`src/rtl/print_arbiter_pkg.sv`:
```
// Shared definitions for the print arbiter: FSM encoding, datapath widths
// and the pointer wrap helper used after each completed grant.
package print_arbiter_pkg;

   localparam int WORD_W = 32;
   localparam int CNT_W  = 16;

   typedef enum logic [1:0] {
      IDLE  = 2'd0,
      ISSUE = 2'd1,
      WAIT  = 2'd2,
      DONE  = 2'd3
   } state_t;

   function automatic int wrap_inc(input int value, input int modulus);
      return (value + 1 >= modulus) ? 0 : value + 1;
   endfunction

endpackage

```
`src/rtl/print_arbiter_rr_picker.sv`:
```
// Round-robin winner selection: first set request at or above ptr,
// wrapping from N-1 back to 0.
module rr_picker #(
   parameter int N = 4
) (
   input  logic [N-1:0]         req,
   input  logic [$clog2(N)-1:0] ptr,
   output logic                 any,
   output logic [$clog2(N)-1:0] idx
);

   localparam int IW = $clog2(N);

   int pos;

   always_comb begin
      any = 1'b0;
      idx = '0;
      pos = 0;
      for (int k = 0; k < N; k++) begin
         pos = int'(ptr) + k;
         if (pos >= N) pos = pos - N;
         if (!any && req[pos]) begin
            any = 1'b1;
            idx = IW'(pos);
         end
      end
   end

endmodule

```
`src/rtl/print_arbiter.sv`:
```
// Shares one PRINT engine between N requesters; one transaction at a time,
// round-robin fairness, and a cycle timeout on the PRINT acknowledge.
module print_arbiter
   import print_arbiter_pkg::*;
#(
   parameter int N   = 4,
   parameter int TMO = 65535
) (
   input  logic                   clk,
   input  logic                   rst,
   input  logic [N-1:0]           req,
   input  logic [WORD_W*N-1:0]    dout,
   input  logic [N-1:0]           typ,
   output logic [N-1:0]           ack,
   output logic                   err,
   output logic                   busy,
   output logic [$clog2(N)-1:0]   gnt_id,
   output logic                   req_tx,
   output logic [WORD_W-1:0]      dout_tx,
   output logic                   type_tx,
   input  logic                   ack_tx
);

   localparam int IW = $clog2(N);
   localparam logic [N-1:0]     ACK_ONE   = N'(1);
   localparam logic [CNT_W-1:0] CNT_LAST  = CNT_W'(TMO - 1);

   state_t          state;
   logic [IW-1:0]   ptr;
   logic [CNT_W-1:0] cnt;
   logic            err_flag;
   logic            pick_any;
   logic [IW-1:0]   pick_idx;

   rr_picker #(.N(N)) u_picker (
      .req (req),
      .ptr (ptr),
      .any (pick_any),
      .idx (pick_idx)
   );

   assign busy = (state != IDLE);
   assign err  = (state == DONE) && err_flag;

   // Requester inputs are only looked at in IDLE, so the word and type
   // latched at grant stay put until the transaction retires.
   always_ff @(posedge clk or negedge rst) begin
      if (!rst) begin
         state    <= IDLE;
         ptr      <= '0;
         gnt_id   <= '0;
         cnt      <= '0;
         err_flag <= 1'b0;
         req_tx   <= 1'b0;
         ack      <= '0;
         dout_tx  <= '0;
         type_tx  <= 1'b0;
      end else begin
         req_tx <= 1'b0;
         ack    <= '0;
         case (state)
            IDLE: begin
               if (pick_any) begin
                  gnt_id  <= pick_idx;
                  dout_tx <= dout[WORD_W*pick_idx +: WORD_W];
                  type_tx <= typ[pick_idx];
                  req_tx  <= 1'b1;
                  state   <= ISSUE;
               end
            end
            ISSUE: begin
               cnt      <= '0;
               err_flag <= 1'b0;
               state    <= WAIT;
            end
            WAIT: begin
               // A real acknowledge wins even on the final timeout cycle.
               if (ack_tx) begin
                  err_flag <= 1'b0;
                  ack      <= ACK_ONE << gnt_id;
                  state    <= DONE;
               end else if (cnt == CNT_LAST) begin
                  err_flag <= 1'b1;
                  ack      <= ACK_ONE << gnt_id;
                  state    <= DONE;
               end else begin
                  cnt <= cnt + CNT_W'(1);
               end
            end
            DONE: begin
               ptr   <= IW'(wrap_inc(int'(gnt_id), N));
               state <= IDLE;
            end
            default: state <= IDLE;
         endcase
      end
   end

endmodule
```
`config.mk`:
```
export PLATFORM = sky130hd
export DESIGN_NAME = print_arbiter
export DESIGN_NICKNAME = d
export VERILOG_FILES = /design/src/rtl/print_arbiter_pkg.sv /design/src/rtl/print_arbiter_rr_picker.sv /design/src/rtl/print_arbiter.sv
export SDC_FILE = /design/constraint.sdc
export NUM_CORES = 1
export LEC_CHECK = 0
export CAP_MARGIN = 20
export CORE_MARGIN = 5
export CORE_UTILIZATION = 41
export DETAILED_ROUTE_END_ITERATION = 6
export GPL_TIMING_DRIVEN = 0
export PLACE_DENSITY = 0.82
export SYNTH_ARGS = -nofsm -noshare
export SYNTH_HDL_FRONTEND = slang
export SYNTH_SLANG_ARGS = --single-unit
```
`constraint.sdc`:
```
create_clock -name clk -period 2.62 [get_ports clk]
set_clock_uncertainty 0.1 [all_clocks]
set_input_delay 0.524 -clock clk [delete_from_list [all_inputs] [get_ports clk]]
set_output_delay 0.524 -clock clk [all_outputs]
set_load 0.03 [all_outputs]
```
* Yosys cells after proc, flatten, opt, wreduce, memory -nomap -nowiden
Index checks and enable logic that the tools add are counted.
** Storage, ports and cells
- Output and inout port bits :: 42
- Input bits :: 139
- Flip-flop bits (word level) :: 61
- Word-level logic and storage cells :: 94
** Operators by class
- Order comparisons :: 10
- Shifts and indexed selects :: 2
- Reductions and logical operators :: 14
- Equal/unequal tests :: 8
- Muxes and demuxes :: 42
- Add/sub/neg operators :: 9
** Operators with widths (number)
- $lt A32 B4 Y1 const B :: 4
- $mux W32 :: 4
- $shiftx A128 B8 Y32 :: 1
- $ge A32 B4 Y1 const B :: 3
- $sub A32 B4 Y32 const B :: 3
- $mux W16 :: 2
- $pmux W16 S2 :: 1
- $mux W1 :: 17
- $add A16 B1 Y16 const B :: 1
- $eq A16 B16 Y1 const B :: 1
- $mux W2 :: 8
- $mux W4 :: 3
- $bmux W1 S2 :: 5
- $pmux W2 S4 :: 1
- $add A2 B1 Y3 const B :: 2
- $add A2 B2 Y3 const B :: 2
- $ne A2 B2 Y1 const B :: 3
- $reduce_and A2 Y1 :: 3
- $eq A2 B2 Y1 const B :: 2
- $logic_and A1 B1 Y1 :: 4
- $reduce_bool A2 Y1 :: 2
- $shl A1 B2 Y4 const A :: 1
- $sub A2 B3 Y4 const B :: 1
- $ge A2 B3 Y1 const B :: 1
- other kinds (8) :: 10

* Logic depth before layout (Yosys ltp)
Gate-level depths: netlist of run 1.
- Depth after elaboration :: 17
- Depth in mapped cells :: 8

* By module
Synthesis of run 1 repeated with hierarchy kept, for this count alone.
** Unflattened totals
- Cells, all modules :: 276
- Area, all modules :: 3646.0 µm²
** By module, submodules not included
- print_arbiter :: area each 3568.4 µm², times used 1, cells each 261
- rr_picker :: area each 77.6 µm², times used 1, cells each 15

* Worst setup path before layout of run 1
Ideal clock, no wire load.
- Kind :: register to register
- Start point :: register state[0]
- End point :: register cnt[10]
- Setup time :: 0.078 ns
- Buffers on the path :: 0
- Required time :: 2.442 ns
- Arrival :: 1.777 ns
- Slack :: 0.665 ns
- Stages on the path, launching flop included :: 8
- Path through :: dfrtp_1 > inv_1 > ha_1 > nor2b_1 > nand4_1 > a21o_1 > or3_1 > a21oi_1
** On the way
- Word-level cells in the longest chain between the ends :: 3
** Ends and longest elaborated chain
- start, declared :: RTL line print_arbiter.sv:28 : state_t state;
- start signal, assigned :: RTL line print_arbiter.sv:49 : state <= IDLE;
- start signal, assigned :: RTL line print_arbiter.sv:68 : state <= ISSUE;
- start signal, assigned :: RTL line print_arbiter.sv:74 : state <= WAIT;
- $eq A2 B2 Y1 or $eq A2 B1 Y1 (tied branches) :: RTL line print_arbiter.sv:61 : case (state)
- $ne A2 B2 Y1 (no line) or $reduce_bool A2 Y1 (tied branches)
- $reduce_and A3 Y1 (no line)
- end signal, assigned :: RTL line print_arbiter.sv:87 : cnt <= cnt + CNT_W'(1);
- end, declared :: RTL line print_arbiter.sv:30 : logic [CNT_W-1:0] cnt;
Parallel ways exist; a longest one is shown, timed or not.
A chain may end at the register's enable or synchronous reset.

* Final worst setup path of run 1
- Start point :: register state[0]
- End point :: output busy
** On the way
- Word-level cells in the longest chain between the ends :: 1
** Ends and longest elaborated chain
- $reduce_bool A2 Y1 :: RTL line print_arbiter.sv:42 : assign busy = (state != IDLE);
- end, declared :: RTL line print_arbiter.sv:16 : output logic busy,
No other way between the ends.

==> qor.yml, run 1 <==
multi_input_area_um2: 1880
first_global_vias: 3421
synth_cells: 341
synthArstFlopShare_pct: 100
core.rowCount: 34
final-hold-violation-count: 0
initial_core_util_pct: 41.5
nFillCells: 689
wire_per_inst_um: 19.2
netlist_area_um2: 3580
track_usage_pct: 22.0
crit_path_start_kind: "register"
drive_gt1_share_pct: 7.82
critPathMaxFanout: 4
grt_remaining_overflow: 0
hold_path.class: "primary input to async pin"
synth_ff_type: "dfrtp_1"
grt_start_max_net_pins: 62
clk_latency_ns: 0.34
critPathMaxStageDelay_ns: 0.66
crit_type: "register to output pin"
timing.final.crit_period_ns: 2.44
synth_top_area_share_pct: 42.6
vias_per_cell: 5.40
htree_levels: 3
routed_wl_um: 12400
die_h_um: 103
rsz0062_at_grt: "no"
fin_ws_ns: 0.183
drv_slew: 0
path_buf_inv: 3
synthTopCellsByArea: "dfrtp_1, mux2i_1, o221ai_1, nand2_1, ha_1"
synth_cell_type_count: 47
cp_slowest_cell: "clkdlybuf4s50_1"
ant_nets: 0
final_nets: 682
grt_pass1_wl_um: 17900
cts_made_buffers: 9
yosysTopAreaCell: "dfrtp_1"
regArea_um2: 1530
clkTransAtPathRegs_ns: 0.06
power_density_nw_per_um2: 979
fmax_mhz: 410
tns_ns: 0
p_leak_nw: 2.60
die_area_um2: 10700
crit_top_cell: "inv_1"
drc: 0
ys_ff_latch: 61
post_cts_resize_count: 0
drt_iter0_drc: 159
place_congestion: 0.859
cpLargestDelayFamily: "buffers and inverters"
cts_setup_buffers: 0
crit_arrival_ns: 1.81
cts_root_buffer: "clkbuf_8"
clockBufferDepth: 2
layout.cells.non_filler: 645
drt_first_pass_iters: 4
areaGrowthSynthToFinish_pct: 60.3
tightestPinTransition_ns: 0.788
dp_cells: 629
finalCritPeriodShare_pct: 93.0
die_width_um: 103
port_buffers: 180
synth_warnings: 0
worstPathCellList: "inv_1, ha_1, inv_1, clkdlybuf4s50_1"
synth-edff-count: 0
ios: 181
cts_hold_buf: 0
required_ns: 2.00
cap_viol_max_count: 0
endpoint_kind: "output pin"
peakVddDrop_mv: 0.728
cts_sinks: 61
num_vias: 3481
dpl.hpwl_um: 9840
avgSynthCellArea_um2: 10.5
setup_viol: 0
status: "finished, final reports clean"
tritoncts: "yes"
final_cell_mix: "clkdlybuf4s50_1, mux2i_1, dfrtp_1, nand2_1, o221ai_1"
pre_cts_ws_ns: -0.150
ys_seq_area_share_pct: 42.6
diodes: 0
antenna_found_initial: 0
syn_nets: 491
final_common_cell: "clkdlybuf4s50_1"
core_area_um2: 8640
maxSlewHeadroom_pct: 47.4
metrics by stage:
step / cell area (um^2) / hold WS [ns] / total power (W) / util [%]
6_report: 5740 / 0.167 / 0.00562 / 66.4
5_1_grt: 5740 / 0.212 / 0.00593 / 66.4
4_1_cts: 5740 / 0.194 / 0.00567 / 66.4
3_5_place_dp: 5510 / 0.377 / 0.00471 / 63.9
3_3_place_gp: 5520 / 0.369 / 0.00463 / 63.9
2_1_floorplan: 3580 / 0.128 / 0.00344 / -
report_power, final:
group          internal, W  leakage [nW]  switching (W)  total, W
Sequential         0.00128         0.786       0.000226   0.00151
Combinational      0.00140          1.70        0.00177   0.00317
Clock             0.000560         0.112       0.000381  0.000941
Total              0.00324          2.60        0.00238   0.00562
flip-flops by register name, indices dropped and copies added (netlist names):
| name | cells |
|---|---|
| gnt_id | 2 |
| ack | 4 |
| state | 2 |
| dout_tx | 32 |
| ptr | 2 |
| err_flag | 1 |
| req_tx | 1 |
| cnt | 16 |
| type_tx | 1 |
cells in the mapped netlist, types with 2 or more instances:
cell and instances:
a21o_1 2, a21oi_1 12, and2_1 6, buf_1 2, buf_2 10, buf_4 2, buf_6 4, clkbuf_1 2
dfrtp_1 61, ha_1 11, inv_1 12, mux2i_1 67, nand2_1 44, nand2b_1 3, nand3_1 8, nand4_1 3
nor2_1 8, nor2b_1 3, o211ai_1 2, o21ai_0 6, o21ai_1 5, o221ai_1 33, o31ai_1 5, or2_1 2
or3_1 4, or4_1 3
final timing paths:
kind                                               from                       to  slack, ns  depth (start not counted)
max in group asynchronous                           rst       cnt[7]$_DFFE_PN0P_       1.73                          1
worst max-delay path               state[0]$_DFFE_PN0P_                     busy       0.18                          4
worst max register to register       cnt[0]$_DFFE_PN0P_     state[1]$_DFFE_PN0P_       0.30                          7
worst min-delay path                                rst       ptr[1]$_DFFE_PN0N_       0.17                          1
worst min register to register  dout_tx[12]$_DFFE_PN0P_  dout_tx[12]$_DFFE_PN0P_       0.39                          2
min in group clk                dout_tx[12]$_DFFE_PN0P_  dout_tx[12]$_DFFE_PN0P_       0.39                          2
worst register-to-register path, delay by kind of cell (launching register included):
kind	cells	cell delay (ns)
simple gates	3	0.76
compound gates	1	0.31
mux	1	0.33
flops	1	0.45
buf+inv	1	0.08
fa+ha+maj	1	0.17
kinds of logic (layout without fill, tap and decap cells):
group	after synthesis	after routing	share of synthesized area, %
compound gates	74	74	15.5
xor+xnor	2	2	0.489
fa+ha+maj	11	11	3.84
buf+inv	33	229	4.86
flops	61	61	42.6
mux	69	69	19.4
simple gates	91	91	13.3
area by class of cell:
class	count	area share, %
Multi-Input combinational cell	247	32.8
Timing Repair Buffer	180	31.4
Sequential cell	61	26.6
Clock buffer	10	2.40
Tap cell	108	2.36
Buffer	20	2.18
Clock inverter	6	1.50
Inverter	13	0.850
metal layers:
layer | share of wire (%) | vias up | GRT usage [%]
li1 | - | 1652 | -
met1 | 40 | 1693 | 27.9
met2 | 51 | 118 | 37.2
met3 | 6.8 | 18 | 5.16
met4 | 2.2 | 0 | 7.07
met5 | 0 | - | 0
(Power assumes the default switching activity.)
==> run 2: changes to the inputs <==
- PLACE_DENSITY: 0.82 -> 0.89
- SETUP_SLACK_MARGIN: not set -> 0.2
==> qor.yml, run 2 (synthesis results as in run 1) <==
place_area_um2: 5510
ff2ff_setup_slack_ns: 0.37
cp_slowest_cell: "clkdlybuf4s50_1"
grt_start_max_net_pins: 62
drc: 0
htree_levels: 3
grt_pass1_wl_um: 18100
power.switching_w: 0.00237
peakVddDrop_mv: 0.545
ios: 181
crit_path_start_kind: "primary input"
die_width_um: 103
port_buffers: 180
design_area_um2: 5740
tightestPinTransition_ns: 0.791
drive_gt1_share_pct: 8.21
tritoncts: "yes"
largest-register: "dout_tx"
final_cell_mix: "clkdlybuf4s50_1, mux2i_1, dfrtp_1, nand2_1, o221ai_1"
final-hold-violation-count: 0
cts_root_buffer: "clkbuf_8"
first_global_vias: 3571
crit_arrival_ns: 2.45
required_ns: 2.71
timing.final.crit_period_ns: 2.35
clkTransAtPathRegs_ns: 0.06
wire_per_inst_um: 19.3
finalCritPeriodShare_pct: 89.8
routed_wl_um: 12400
dp_cells: 629
die_h_um: 103
layout.cells.non_filler: 644
initial_core_util_pct: 41.5
place_congestion: 0.882
holdWs_ns: 0.172
drt_first_pass_iters: 4
hold_path.class: "primary input to async pin"
clockBufferDepth: 2
seq_power_share_pct: 27.5
final_common_cell: "clkdlybuf4s50_1"
fin_util_pct: 66.5
track_usage_pct: 22.1
critPathMaxFanout: 10
maxSlewHeadroom_pct: 47.3
rsz0062_at_grt: "no"
drv_slew: 0
grt_remaining_overflow: 0
diodes: 0
cts_made_buffers: 9
setup_viol: 0
ant_nets: 0
cts_hold_buf: 0
final_nets: 682
switching_share_pct: 43.5
core_area_um2: 8640
largest_register_ffs: 32
fmax_mhz: 425
crit_type: "primary input to register"
status: "finished, final reports clean"
antenna_found_initial: 0
clk_latency_ns: 0.33
cts_sinks: 61
power_frac_clock_pct: 13.0
core.rowCount: 34
intPower_w: 0.00308
areaGrowthSynthToFinish_pct: 60.4
cts_setup_buffers: 0
vias_per_cell: 5.47
cap_viol_max_count: 0
die_area_um2: 10700
critPathMaxStageDelay_ns: 0.56
drt_iter0_drc: 137
p_leak_nw: 2.61
endpoint_kind: "register"
worstPathCellList: "clkdlybuf4s50_1, o221a_1, o22ai_4, buf_2, mux2i_1, o221ai_1"
combPwrFrac_pct: 59.5
reg.largest.list: "dout_tx: 32 flops, cnt: 16 flops, ack: 4 flops"
nFillCells: 688
num_vias: 3523
power_density_nw_per_um2: 950
dpl.hpwl_um: 9750
==> run 2: worst paths after layout <==
check	start	end	cells past startpoint
worst max-delay path	req[3]	dout_tx[10]$_DFFE_PN0P_	6
worst max register to register	cnt[0]$_DFFE_PN0P_	state[1]$_DFFE_PN0P_	7
min in group clk	dout_tx[1]$_DFFE_PN0P_	dout_tx[1]$_DFFE_PN0P_	2
worst min-delay path	rst	ack[0]$_DFF_PN0_	1
worst min register to register	dout_tx[1]$_DFFE_PN0P_	dout_tx[1]$_DFFE_PN0P_	2
max in group asynchronous	rst	gnt_id[0]$_DFFE_PN0P_	1
==> run 2: timing repair <==
item                       in CTS  in global routing
setup endpoints to repair      31                 36
pin swaps                       0                  1
resized for setup               6                 14
==> run 2: power by group through the flow <==
stage	registers, W	clock network (W)	logic (W)
finish	0.00150	0.000708	0.00325
global route	0.00154	0.000767	0.00345
CTS	0.00149	0.000725	0.00322
detailed placement	0.00151	0	0.00320
global placement	0.00149	0	0.00311
floorplan	0.00202	0	0.00143
==> run 2: critical path, delay by kind of cell <==
kind | cells | cell delay, ns
AO/OA/AOI/OAI | 3 | 0.69
buffers and inverters | 2 | 0.94
multiplexers | 1 | 0.29
==> run 2: final cells by class <==
type	instances	area, um^2	area share [%]
clock buffer	13	149	2.59
inverter	13	48.8	0.850
buffer	20	146	2.55
sequential	61	1530	26.6
timing repair buffer	180	1800	31.4
tap	108	135	2.35
clock inverter	2	10.0	0.174
multi-input combinational	247	1920	33.5
==> run 2: through the flow <==
step	TNS, ns	total power, W	setup slack [ns]
final	0	0.00545	0.266
after global routing	0	0.00576	0.207
after CTS	0	0.00544	0.188
after detailed placement	-5.60	0.00471	-0.229
after global placement	-71.65	0.00460	-1.12
after floorplan	0	0.00344	0.665
==> run 2: metal layers <==
| metal | part of all wire (%) | vias up | GRT usage [%] |
|---|---|---|---|
| met5 | 0 | - | 0 |
| met4 | 2.0 | 0 | 8.96 |
| met3 | 7.7 | 16 | 5.50 |
| met2 | 51 | 130 | 38.6 |
| met1 | 39 | 1718 | 26.0 |
| li1 | - | 1659 | - |
==> RTL change 1, RTL diff (flow settings as in run 2) <==
Make the reset (`rst`) synchronous in one clocked block.
--- a/src/rtl/print_arbiter.sv
+++ b/src/rtl/print_arbiter.sv
@@ -46,3 +46,3 @@
    // latched at grant stay put until the transaction retires.
-   always_ff @(posedge clk or negedge rst) begin
+   always_ff @(posedge clk) begin
       if (!rst) begin
Formal check against the unedited RTL: differs if rst is asserted again (counterexample within 4 cycles, from zero or initial values and one cycle with rst low); with rst held inactive, the same outputs for 10 cycles.
==> RTL change 1 against run 2 <==
Power down 31%; largest power group unchanged; sequential power down 15%; sequential cell count unchanged; setup slack better by 0.043 ns; area after synthesis down 6.5%; register-to-register slack better by 0.16 ns; design area down 5.1%; wire length down 5.2%.
==> RTL change 1: results (changes against run 2) <==
- Status: complete, no violations
- Sequential share of power: 33.7% (+6.2 points)
- Post-Syn Nets: 502 (+2.2%)
- Nonclk buf count: 201 (+0.50%)
- CP Launch Point: req[0]
- Yosys cell types: 44 (-6.4%)
- Adder-Cell Fraction of Synth Area: 4.488% (+0.64 points)
- Number of global-route vias before repair: 3570 (-0.028%)
- GRT Overall Usage: 22.18% (+0.047 points)
- Fmax: 0.4328 GHz (+1.9%)
- Multi-input combinational gate total: 259 (+4.9%)
- Met2 wire length: 5942 µm (-6.1%)
- Drt wl/cell: 18.10 µm (-6.1%)
- Synth Area in XOR/XNOR: 2.880% (+2.4 points)
- Post-synthesis mux area share: 20.94% (+1.6 points)
- Met1 Wirelength: 4666 µm (-4.5%)
- Global-route wire length before repair: 17640 µm (-2.4%)
- Fill count: 657 (-4.5%)
- Compound-cell area share of the yosys netlist: 15.56% (+0.073 points)
- Clock-cell share: 3.030% (+0.26 points)
- Pin count of the biggest net entering global routing: 11 (-82%)
- WL met3: 921 µm (-3.2%)
- Commonest cells in the synthesized netlist: mux2i_1, dfxtp_1, nand2_1
- Clock buf count: 12 (-1)
- Total power: 3760 µW (-31%)
- Met2 GRT Util: 39.76% (+1.2 points)
- NonClk Buf Share: 35.54% (+1.6 points)
- Reg2Reg Launch Point: ptr[1]
- Worst Path Arrival: 2.42 ns (-0.03 ns)
- Worst ir drop on vdd: 0.0003963 V (-27%)
- Critical R2R Capture: dout_tx[24]
- Ys async rst share: 0% (-100 points)
- Share of cells above drive strength 1: 7.890% (-0.32 points)
- Inverters: 10 (-3)
- Met3 Resource Use GR: 7.714% (+2.2 points)
- Reg2reg setup slack: 0.53 ns (+0.16 ns)
- DP Area: 5279 µm² (-4.3%)
- Pint: 2325 µW (-25%)
- Critical Path Sink: dout_tx[7]
- Post_cts resized: 2 (-4)
- Register area share after synthesis: 36.50% (-6.1 points)
- Hold Path Class: reg -> reg
- Fin nets: 693 (+1.6%)
- Gate Count Post-Synth: 351 (+2.9%)
- Sequential share of cell area: 22.41% (-4.2 points)
- Die area: 10070 µm² (-5.9%)
- Placed cells: 636 (+1.1%)
- Leak: 0.002029 µW (-22%)
- Routability cong.: 0.8600 (-2.5%)
- Detailed Place HPWL: 9492 µm (-2.7%)
- Top FF cell, synth: dfxtp_1
- Synth area leaders: dfxtp_1, mux2i_1, o221ai_1
- Area of the multi-input gates: 1958 µm² (+1.9%)
- GR Util met1: 24.81% (-1.2 points)
-- RTL change 1: cell types whose count changed in the layout (fill, tap and decap cells not counted), moves of 4 or more --
| cell | delta |
|---|---|
| clkdlybuf4s50_1 | +4 |
| a211oi_1 | +5 |
| dfrtp_1 | -61 |
| o21ai_1 | -5 |
| mux2i_1 | +6 |
| nor2_1 | +13 |
| dfxtp_1 | +61 |
| buf_4 | -4 |
| buf_2 | +9 |
| xnor2_1 | +8 |
| or3_1 | -4 |
-- RTL change 1: how the worst min path moves through the flow --
| stage | from | to | slack [ns] | depth (start not counted) |
|---|---|---|---|---|
| floorplan | cnt[15] | cnt[15] | 0.36 | 1 |
| global placement | dout_tx[15] | dout_tx[15] | 0.34 | 2 |
| detailed placement | dout_tx[22] | dout_tx[22] | 0.35 | 2 |
| CTS | dout_tx[22] | dout_tx[22] | 0.36 | 2 |
| global route | dout_tx[20] | dout_tx[20] | 0.39 | 2 |
| finish | dout_tx[22] | dout_tx[22] | 0.36 | 2 |
-- RTL change 1: logic make-up after synthesis --
| group | Yosys count |
|---|---|
| buffers and inverters | 31 |
| XOR/XNOR | 11 |
| AND/OR/NAND/NOR | 102 |
| multiplexers | 70 |
| AO/OA/AOI/OAI | 64 |
| flip-flops | 61 |
| adder cells (fa/ha/maj) | 12 |
-- RTL change 1: critical path: stages --
cell             delay (ns)
clkdlybuf4s50_1        0.53
a21oi_2                0.20
o21ai_2                0.07
o2bb2a_4               0.20
buf_6                  0.10
buf_6                  0.17
buf_6                  0.20
mux2i_1                0.27
o221ai_1               0.15
-- RTL change 1: stage by stage --
stage	utilization [%]	setup WS, ns
CTS	67.24	0.2596
global route	67.35	0.2052
global placement	65.23	-0.02840
finish	67.35	0.3094
detailed placement	65.23	-0.08388
floorplan	-	0.8142
==> RTL change 2, RTL diff (config.mk and constraints of run 2) <==
Without the edit above. `N` is set to 4 in 2 places; all go to 2.
--- a/src/rtl/print_arbiter_rr_picker.sv
+++ b/src/rtl/print_arbiter_rr_picker.sv
@@ -3,3 +3,3 @@
 module rr_picker #(
-   parameter int N = 4
+   parameter int N = 2
 ) (
--- a/src/rtl/print_arbiter.sv
+++ b/src/rtl/print_arbiter.sv
@@ -5,3 +5,3 @@
 #(
-   parameter int N   = 4,
+   parameter int N   = 2,
    parameter int TMO = 65535
Ports: changed (5 resized); port bits go from 181 to 110. The function was not compared with the original's and may differ.
==> RTL change 2 against run 2 <==
Wire length decreased by 25%; register-to-register slack got worse by 0.07 ns; sequential share of layout area increased by 5.3 points; area after synthesis decreased by 15%; design area decreased by 22%; setup slack improved by 0.038 ns; sequential cell count decreased by 4; maximum frequency increased by 1.6%; die area decreased by 14%; power decreased by 13%; combinational power decreased by 28%.
==> RTL change 2: results (changes against run 2) <==
- Reg clk slew, reported paths: 0.07 ns
- Placed cells: 528 (-16%)
- Register area share after synthesis: 46.95% (+4.3 points)
- Routability cong.: 0.8702 (-1.3%)
- DR vias: 2940 (-17%)
- Setup WS pre-CTS: 0.009688 ns (+0.2382 ns)
- Post-DR vias/cell: 5.414 (-1.0%)
- Global-route wire length before repair: 14100 µm (-22%)
- Detailed Place HPWL: 7246 µm (-26%)
- Pin count of the biggest net entering global routing: 35 (-44%)
- Post-Syn Nets: 397 (-19%)
- Gate Count Post-Synth: 319 (-6.5%)
- Drt wl/cell: 17.21 µm (-11%)
- Top FF cell, synth: dfrtp_1
- Hold WS: 0.07395 ns (-0.09828 ns)
- Status: complete, no violations
- DRT Pass-1 Iters: 5 (+1)
- Synth area leaders: dfrtp_1, mux2i_1, nand2_1
- Yosys cell types: 48 (+2.1%)
- IO buf count: 109 (-39%)
- Fill count: 559 (-19%)
- Worst ir drop on vdd: 0.0005032 V (-7.7%)
- Top Registers: dout_tx: 32 flops, cnt: 16 flops
- Fin nets: 518 (-24%)
- Commonest cells in the synthesized netlist: dfrtp_1, nand2_1, mux2i_1
- Leak: 0.001962 µW (-25%)
- GRT Overall Usage: 19.96% (-2.2 points)
- Relative slew slack: 47.66% (+0.38 points)
- Worst-path maximum fanout: 8 (-2)
- Clk Latency, worst-skew pair: 0.33 ns (about the same)
- Starting DRT DRC Count: 224 (+64%)
- Share of cells above drive strength 1: 6.757% (-1.5 points)
RTL change 2: cell count changes in the layout (fill, tap and decap cells not counted), sizes merged, moves of 6 or more:
| cell | run 2 | this run |
|---|---|---|
| o221ai | 33 | 5 |
| clkdlybuf4s50 | 174 | 106 |
| o21ai | 11 | 41 |
| buf | 16 | 10 |
| mux2i | 67 | 34 |
RTL change 2: final cells by class:
class	count	area share, %
Multi-Input combinational cell	225	32.67
Tap cell	99	2.769
Clock inverter	6	1.874
Inverter	18	1.510
Clock buffer	9	2.769
Sequential cell	57	31.89
Timing Repair Buffer	110	24.67
Buffer	19	1.846
RTL change 2: cell families after synthesis:
family | Yosys count | synth area share, %
DFF | 57 | 46.95
buffers and inverters | 37 | 4.942
and+or+nand+nor | 105 | 17.59
AOI/OAI and AO/OA | 79 | 16.43
muxes | 34 | 11.20
adders and majority gates | 7 | 2.883
RTL change 2: path summary, 6_finish.rpt:
check	start	to	slack, ns	depth (start not counted)
hold reg to reg	dout_tx[18]	dout_tx[18]	0.38	2
setup reg to reg	state[0]	cnt[11]	0.30	6
setup / recovery	state[0]	cnt[11]	0.30	6
hold / removal	rst	cnt[2]	0.07	1
min in group clk	dout_tx[18]	dout_tx[18]	0.38	2
max in group asynchronous	rst	gnt_id	1.77	2
RTL change 2: timing repair:
item	CTS	global route
setup buffers	0	0
endpoints found under the setup margin	2	0
gates resized for setup	2	0
RTL change 2: per-layer routing:
metal	vias up	global-route usage, %	share of wire (%)	routed length [µm]
met5	-	0	0	0
met4	0	7.820	1.8	172
met3	19	3.362	5.4	509
met2	123	35.48	55	5120
met1	1407	23.85	38	3541
li1	1391	-	-	-
RTL change 2: critical path, stage by stage (launching register included):
cell and delay (ns):
dfrtp_1 0.42, inv_1 0.14, ha_1 0.36, nand2b_4 0.13, or4_1 0.50, or4_1 0.47, o211ai_1 0.09
RTL change 2: per-stage QoR:
stage / TNS (ns) / utilization [%] / total power, µW / instance area, µm²
5_1_grt: 0 / 61.67 / 5001 / 4473
3_3_place_gp: -49.16 / 58.63 / 3749 / 4253
4_1_cts: 0 / 61.67 / 4746 / 4473
2_1_floorplan: 0 / - / 2831 / 3038
6_report: 0 / 61.67 / 4734 / 4473
3_5_place_dp: 0 / 58.84 / 3852 / 4268
RTL change 2: report_power, final:
group          total [µW]  leakage [µW]  switching [µW]  internal [µW]
Sequential           1490      0.000731             250           1240
Clock                 891      0.000109             365            527
Combinational        2350       0.00112            1420            928
Total                4730       0.00196            2040           2700
